### src/rtl/pb_serial_adder_if.sv
// Operand, button and result signals of the push-button serial adder.
// The master side drives switches and buttons; the slave side is the adder.
interface pb_serial_adder_if #(
  parameter int WIDTH = 7
);
  logic [WIDTH-1:0] sw;
  logic             cin;
  logic             PB1;
  logic             PB2;
  logic             PB3;
  logic             PB4;
  logic [WIDTH-1:0] sum;
  logic [WIDTH-1:0] carry;
  logic             cout;
  logic             a_valid;
  logic             b_valid;
  logic             busy;
  logic             done;

  modport master (
    output sw, cin, PB1, PB2, PB3, PB4,
    input  sum, carry, cout, a_valid, b_valid, busy, done
  );

  modport slave (
    input  sw, cin, PB1, PB2, PB3, PB4,
    output sum, carry, cout, a_valid, b_valid, busy, done
  );
endinterface

### src/rtl/pb_serial_adder.sv
// Bit-serial ripple adder driven by four debounced-by-synchroniser push buttons:
// PB1/PB2 load operands, PB3 starts an LSB-first add, PB4 clears everything.
module pb_serial_adder #(
  parameter int WIDTH       = 7,
  parameter int SYNC_STAGES = 2
) (
  input  logic               clk,
  input  logic               rstn,
  pb_serial_adder_if.slave   bus
);
  localparam int IDX_W = $clog2(WIDTH);

  typedef enum logic [1:0] {IDLE, ADD, DONE} state_t;

  state_t                         r_state, w_state_nxt;
  logic [3:0][SYNC_STAGES-1:0]    r_sync;
  logic [3:0]                     r_hist;
  logic [3:0]                     w_btn, w_pulse;

  logic [WIDTH-1:0] r_a, r_b, r_sum, r_carry;
  logic [WIDTH-1:0] w_a_nxt, w_b_nxt, w_sum_nxt, w_carry_nxt;
  logic             r_cout, r_av, r_bv, r_busy, r_done, r_c;
  logic             w_cout_nxt, w_av_nxt, w_bv_nxt, w_busy_nxt, w_done_nxt, w_c_nxt;
  logic [IDX_W-1:0] r_idx, w_idx_nxt;
  logic             w_ai, w_bi, w_maj;

  assign w_btn = {bus.PB4, bus.PB3, bus.PB2, bus.PB1};

  // Buttons: SYNC_STAGES-deep synchroniser, then a history flop for edge detect.
  always_ff @(posedge clk) begin
    if (!rstn) begin
      r_sync <= '0;
      r_hist <= '0;
    end else begin
      for (int b = 0; b < 4; b++) begin
        r_sync[b] <= {r_sync[b][SYNC_STAGES-2:0], w_btn[b]};
        r_hist[b] <= r_sync[b][SYNC_STAGES-1];
      end
    end
  end

  always_comb begin
    w_pulse = '0;
    for (int b = 0; b < 4; b++) begin
      w_pulse[b] = r_sync[b][SYNC_STAGES-1] & ~r_hist[b];
    end
  end

  assign w_ai  = r_a[r_idx];
  assign w_bi  = r_b[r_idx];
  assign w_maj = (w_ai & w_bi) | (w_ai & r_c) | (w_bi & r_c);

  always_comb begin
    w_state_nxt = r_state;
    w_a_nxt     = r_a;
    w_b_nxt     = r_b;
    w_sum_nxt   = r_sum;
    w_carry_nxt = r_carry;
    w_cout_nxt  = r_cout;
    w_av_nxt    = r_av;
    w_bv_nxt    = r_bv;
    w_busy_nxt  = r_busy;
    w_done_nxt  = r_done;
    w_c_nxt     = r_c;
    w_idx_nxt   = r_idx;

    if (w_pulse[3]) begin
      w_state_nxt = IDLE;
      w_a_nxt     = '0;
      w_b_nxt     = '0;
      w_sum_nxt   = '0;
      w_carry_nxt = '0;
      w_cout_nxt  = 1'b0;
      w_av_nxt    = 1'b0;
      w_bv_nxt    = 1'b0;
      w_busy_nxt  = 1'b0;
      w_done_nxt  = 1'b0;
      w_c_nxt     = 1'b0;
      w_idx_nxt   = '0;
    end else begin
      case (r_state)
        IDLE, DONE: begin
          // Operand loads win over a start arriving in the same cycle.
          if (w_pulse[0] || w_pulse[1]) begin
            if (w_pulse[0]) begin
              w_a_nxt  = bus.sw;
              w_av_nxt = 1'b1;
            end
            if (w_pulse[1]) begin
              w_b_nxt  = bus.sw;
              w_bv_nxt = 1'b1;
            end
            w_state_nxt = IDLE;
            w_done_nxt  = 1'b0;
          end else if (w_pulse[2] && r_av && r_bv) begin
            w_c_nxt     = bus.cin;
            w_sum_nxt   = '0;
            w_carry_nxt = '0;
            w_cout_nxt  = 1'b0;
            w_idx_nxt   = '0;
            w_busy_nxt  = 1'b1;
            w_done_nxt  = 1'b0;
            w_state_nxt = ADD;
          end
        end
        ADD: begin
          w_sum_nxt[r_idx]   = w_ai ^ w_bi ^ r_c;
          w_carry_nxt[r_idx] = w_maj;
          w_c_nxt            = w_maj;
          if (r_idx == IDX_W'(WIDTH-1)) begin
            w_cout_nxt  = w_maj;
            w_busy_nxt  = 1'b0;
            w_done_nxt  = 1'b1;
            w_state_nxt = DONE;
          end else begin
            w_idx_nxt = r_idx + IDX_W'(1);
          end
        end
        default: w_state_nxt = IDLE;
      endcase
    end
  end

  always_ff @(posedge clk) begin
    if (!rstn) begin
      r_state <= IDLE;
      r_a     <= '0;
      r_b     <= '0;
      r_sum   <= '0;
      r_carry <= '0;
      r_cout  <= 1'b0;
      r_av    <= 1'b0;
      r_bv    <= 1'b0;
      r_busy  <= 1'b0;
      r_done  <= 1'b0;
      r_c     <= 1'b0;
      r_idx   <= '0;
    end else begin
      r_state <= w_state_nxt;
      r_a     <= w_a_nxt;
      r_b     <= w_b_nxt;
      r_sum   <= w_sum_nxt;
      r_carry <= w_carry_nxt;
      r_cout  <= w_cout_nxt;
      r_av    <= w_av_nxt;
      r_bv    <= w_bv_nxt;
      r_busy  <= w_busy_nxt;
      r_done  <= w_done_nxt;
      r_c     <= w_c_nxt;
      r_idx   <= w_idx_nxt;
    end
  end

  assign bus.sum     = r_sum;
  assign bus.carry   = r_carry;
  assign bus.cout    = r_cout;
  assign bus.a_valid = r_av;
  assign bus.b_valid = r_bv;
  assign bus.busy    = r_busy;
  assign bus.done    = r_done;
endmodule

### src/flat_wrapper.sv
// flat-port wrapper written by rule: the top's interface ports become plain ports
module pb_serial_adder_flat 
#(
  parameter int WIDTH       = 7,
  parameter int SYNC_STAGES = 2
)
  (clk, rstn, bus_sw, bus_cin, bus_PB1, bus_PB2, bus_PB3, bus_PB4, bus_sum, bus_carry, bus_cout, bus_a_valid, bus_b_valid, bus_busy, bus_done);
  pb_serial_adder_if #(.WIDTH(WIDTH)) bus_i ();
  input  logic clk;
  input  logic rstn;
  input wire logic [$bits(bus_i.sw)-1:0] bus_sw;
  input wire logic [$bits(bus_i.cin)-1:0] bus_cin;
  input wire logic [$bits(bus_i.PB1)-1:0] bus_PB1;
  input wire logic [$bits(bus_i.PB2)-1:0] bus_PB2;
  input wire logic [$bits(bus_i.PB3)-1:0] bus_PB3;
  input wire logic [$bits(bus_i.PB4)-1:0] bus_PB4;
  output wire logic [$bits(bus_i.sum)-1:0] bus_sum;
  output wire logic [$bits(bus_i.carry)-1:0] bus_carry;
  output wire logic [$bits(bus_i.cout)-1:0] bus_cout;
  output wire logic [$bits(bus_i.a_valid)-1:0] bus_a_valid;
  output wire logic [$bits(bus_i.b_valid)-1:0] bus_b_valid;
  output wire logic [$bits(bus_i.busy)-1:0] bus_busy;
  output wire logic [$bits(bus_i.done)-1:0] bus_done;
  assign bus_i.sw = bus_sw;
  assign bus_i.cin = bus_cin;
  assign bus_i.PB1 = bus_PB1;
  assign bus_i.PB2 = bus_PB2;
  assign bus_i.PB3 = bus_PB3;
  assign bus_i.PB4 = bus_PB4;
  assign bus_sum = bus_i.sum;
  assign bus_carry = bus_i.carry;
  assign bus_cout = bus_i.cout;
  assign bus_a_valid = bus_i.a_valid;
  assign bus_b_valid = bus_i.b_valid;
  assign bus_busy = bus_i.busy;
  assign bus_done = bus_i.done;
  pb_serial_adder #(.WIDTH(WIDTH), .SYNC_STAGES(SYNC_STAGES)) u_core (.clk(clk), .rstn(rstn), .bus(bus_i));
endmodule
### config.mk
export PLATFORM = sky130hd
export DESIGN_NAME = pb_serial_adder_flat
export DESIGN_NICKNAME = d
export VERILOG_FILES = /design/src/rtl/pb_serial_adder_if.sv /design/src/rtl/pb_serial_adder.sv /design/src/flat_wrapper.sv
export SDC_FILE = /design/constraint.sdc
export NUM_CORES = 1
export LEC_CHECK = 0
export CORE_UTILIZATION = 47
export DETAILED_ROUTE_END_ITERATION = 12
export PLACE_DENSITY = 0.74
export SKIP_CTS_REPAIR_TIMING = 1
export SLEW_MARGIN = 40
export SYNTH_ARGS = -nofsm -noshare
export SYNTH_HDL_FRONTEND = slang
export SYNTH_SLANG_ARGS = --single-unit
export TNS_END_PERCENT = 100
### constraint.sdc
create_clock -name clk -period 2.1 [get_ports clk]
set_input_delay 0.315 -clock clk [delete_from_list [all_inputs] [get_ports clk]]
set_output_delay 0.315 -clock clk [all_outputs]
set_load 0.03 [all_outputs]
==> impl_metrics.csv <==
group,metric,value,unit
critical_path,required,2.34,ns
logic_synthesis,syn_inst,224,
cells_and_area,stdcell_area,2610,sq um
clock_tree,cts_max_path_buffers,2,
die,initial_core_util,50.0,%
logic_synthesis,synth_edf_count,0,
sta,hold_violations,0,
route,ant_nets,0,
place,dp_slack,-0.0729,ns
clock_tree,cts_buffers,5,
route,post-route-drc-count,0,
power_and_ir_drop,p_total,1.63,mW
die,die_w,68.2,um
place,dpl.hpwl,2790,um
power_and_ir_drop,switching_share,21.9,%
global_route,grt.overflow.total,0,
clock_tree,cts_tree,"yes",
cells_and_area,layout_common_cells,"dfxtp_1 (50), clkdlybuf4s50_1 (32), nand3_1 (26)",
power_and_ir_drop,peakVddDrop,0.557,mV
sta,fin_skew,0.00751,ns
sta,relSlewSlack,71.9,%
sta,slew_violations,0,
sta,min_period_over_period,101,%
global_route,grt_use_met3,5.00,%
critical_path,path_class,"flop to flop",
sta,timing.fmax,469,MHz
min_path,hp-class,"flop to flop",
critical_path,cp_num_buf_inv,0,
critical_path,worstPathArrival,2.37,ns
clock_tree,path_clk_slew,0.08,ns
global_route,met2_usage,33.3,%
sta,rsz0062_at_grt,"true",
cells_and_area,area_growth,26.6,%
power_and_ir_drop,power_switching,0.358,mW
place,numPortBuffers,32,
logic_synthesis,synth.net_count,241,
clock_tree,cts_root_buf,"clkbuf_8",
route,drt_iter0_drc,79,
power_and_ir_drop,cellPowerDensity,626,nW/um^2
status,violations,"negative setup slack",
logic_synthesis,async_reset_ff_share,0,%
sta,worstMarginPinSlew,0.420,ns
sta,whs,0.437,ns
cells_and_area,final_nets,278,
global_route,grt_max_degree,40,
job,drv_cap,0,
cells_and_area,drive_gt1_share,13.4,%
power_and_ir_drop,comb_power_share,6.4,%
global_route,grt_pass1_wl,6720,um
clock_tree,cts-htree-levels,2,
critical_path,crit_path_frequent_cell,"nor2_1",
critical_path,slowest_stage,"fa_2",
route,drt-pass1-iter-count,3,
cells_and_area,mostFrequentLayoutCell,"dfxtp_1",
route,vias,1609,
global_route,use_met1,23.9,%
global_route,busiest_layer,"met2",
sta,setup_viol,2,
logic_synthesis,syn_avg_cell_area,9.19,sq um
global_route,antenna_found_initial,0,
route,vias_per_cell,5.16,
logic_synthesis,yosysWarnings,0,
clock_tree,worstSkewPairLatency,0.30,ns
die,die-area,4650,sq um
die,coreArea,4120,sq um
logic_synthesis,netlist_area,2060,sq um
critical_path,crit_fanout,7,
logic_synthesis,synth_area_leaders,"dfxtp_1 (50%), mux2i_1 (7.3%), nand3_1 (6.8%)",
logic_synthesis,synth_top_area_share,49.6,%
place,place_area,2490,sq um
clock_tree,cts_sinks,51,
logic_synthesis,yosysUniqueCellTypes,35,
power_and_ir_drop,power.leakage,0.911,nW
global_route,grt.total_usage,19.7,%
die,io_pins,33,
logic_synthesis,yosysTopAreaCell,"dfxtp_1",
place,gp_congestion,0.803,
logic_synthesis,synth-seq-cells,51,
logic_synthesis,synth_seq_area_share,49.6,%
die,die_h,68.2,um
power_and_ir_drop,power_frac_seq,60.9,%
critical_path,cp-end-kind,"flop",
critical_path,worst_setup_path_start_kind,"flop",
logic_synthesis,synthFlopType,"dfxtp_1",
die,fp-row-count,23,
sta,fin_crit,2.13,ns
status,status,"complete, but fails checks",
power_and_ir_drop,p_clk_share,32.7,%
global_route,first_global_vias,1496,
critical_path,critPathMaxStageDelay,0.64,ns
power_and_ir_drop,intPower,1.27,mW
route,post_drt_wl_per_cell,12.8,um
critical_path,path_cells,"nor2_1, a22oi_2, nor2_1, a311o_1, fa_2, nand4_1, a21oi_1",
cells_and_area,diodes,0,
sta,worst_slack,-0.0308,ns
critical_path,cp_top_family,"adder cells",
route,wl,3980,um
-- layout make-up --
cell class | instances | area [sq um]
Sequential cell | 51 | 1020
Timing Repair Buffer | 44 | 423
Fill cell | 363 | 1510
Multi-Input combinational cell | 155 | 1000
Inverter | 4 | 15.0
Tap cell | 50 | 62.6
Clock buffer | 7 | 76.3
Clock inverter | 1 | 5.00
-- through the flow --
step / util, % / instances / TNS [ns]
3_5_place_dp: 60.6 / 304 / -0.197
4_1_cts: 62.5 / 312 / -0.374
2_1_floorplan: - / 224 / 0
5_1_grt: 63.3 / 312 / -0.703
6_report: 63.3 / 312 / -0.0531
3_3_place_gp: 60.6 / 304 / -0.00354
-- state kept, by name, indices dropped and copies added, names as in the netlist --
| signal | flops |
|---|---|
| u_core.bus.sum | 7 |
| u_core.r_hist | 4 |
| u_core.bus.carry | 7 |
| u_core.bus.b_valid | 1 |
| u_core.bus.busy | 1 |
| u_core.bus.a_valid | 1 |
| u_core.r_state | 2 |
| u_core.bus.cout | 1 |
| u_core.r_idx | 3 |
| u_core.r_a | 7 |
| u_core.r_b | 7 |
| u_core.bus.done | 1 |
| u_core.r_sync | 8 |
| u_core.r_c | 1 |
-- metal layers --
| layer | wire length, um | up-vias |
|---|---|---|
| met2 | 1890 | 29 |
| met1 | 1900 | 732 |
| met3 | 140 | 7 |
| met4 | 59 | 0 |
| li1 | - | 841 |
| met5 | 0 | - |
-- worst register-to-register path, stage by stage (launching register included) --
cell,delay (ns)
dfxtp_1,0.48
nor2_1,0.14
a22oi_2,0.21
nor2_1,0.06
a311o_1,0.29
fa_2,0.64
nand4_1,0.11
a21oi_1,0.13
-- cell families (layout without fill, tap and decap cells) --
logic type | count (synthesis) | after routing | share of synthesized area [%]
and+or+nand+nor | 101 | 101 | 25.2
DFF | 51 | 51 | 49.6
AOI/OAI and AO/OA | 32 | 32 | 8.69
muxes | 19 | 19 | 10.0
buffers and inverters | 18 | 56 | 4.26
adders and majority gates | 3 | 3 | 2.19
-- power by group through the flow --
stage	Combinational, mW	Clock [mW]	Sequential (mW)
after floorplan	0.0540	0	1.02
after CTS	0.104	0.554	0.994
after detailed placement	0.104	0	1.02
after global placement	0.101	0	1.02
after global routing	0.115	0.594	0.995
final	0.105	0.533	0.993
-- cells in the mapped netlist, types with 4 or more instances --
master    number
and2_1        13
o21ai_0        4
nand2_1       16
inv_1          4
nor2_1        24
clkbuf_1       5
a21oi_1       22
dfxtp_1       51
nand3_1       28
mux2i_1       15
buf_2          7
-- path summary, 6_finish.rpt --
kind / startpoint / to / slack (ns) / cells after the start
hold / removal: u_core.r_sync[0]$_SDFF_PN0_ / u_core.r_sync[1]$_SDFF_PN0_ / 0.44 / 1
hold reg to reg: u_core.r_sync[0]$_SDFF_PN0_ / u_core.r_sync[1]$_SDFF_PN0_ / 0.44 / 1
setup / recovery: u_core.r_idx[0]$_SDFFE_PP0P_ / u_core.bus.sum[3]$_SDFFE_PP0P_ / -0.03 / 7
setup reg to reg: u_core.r_idx[0]$_SDFFE_PP0P_ / u_core.bus.sum[3]$_SDFFE_PP0P_ / -0.03 / 7
(Power assumes the default switching activity.)
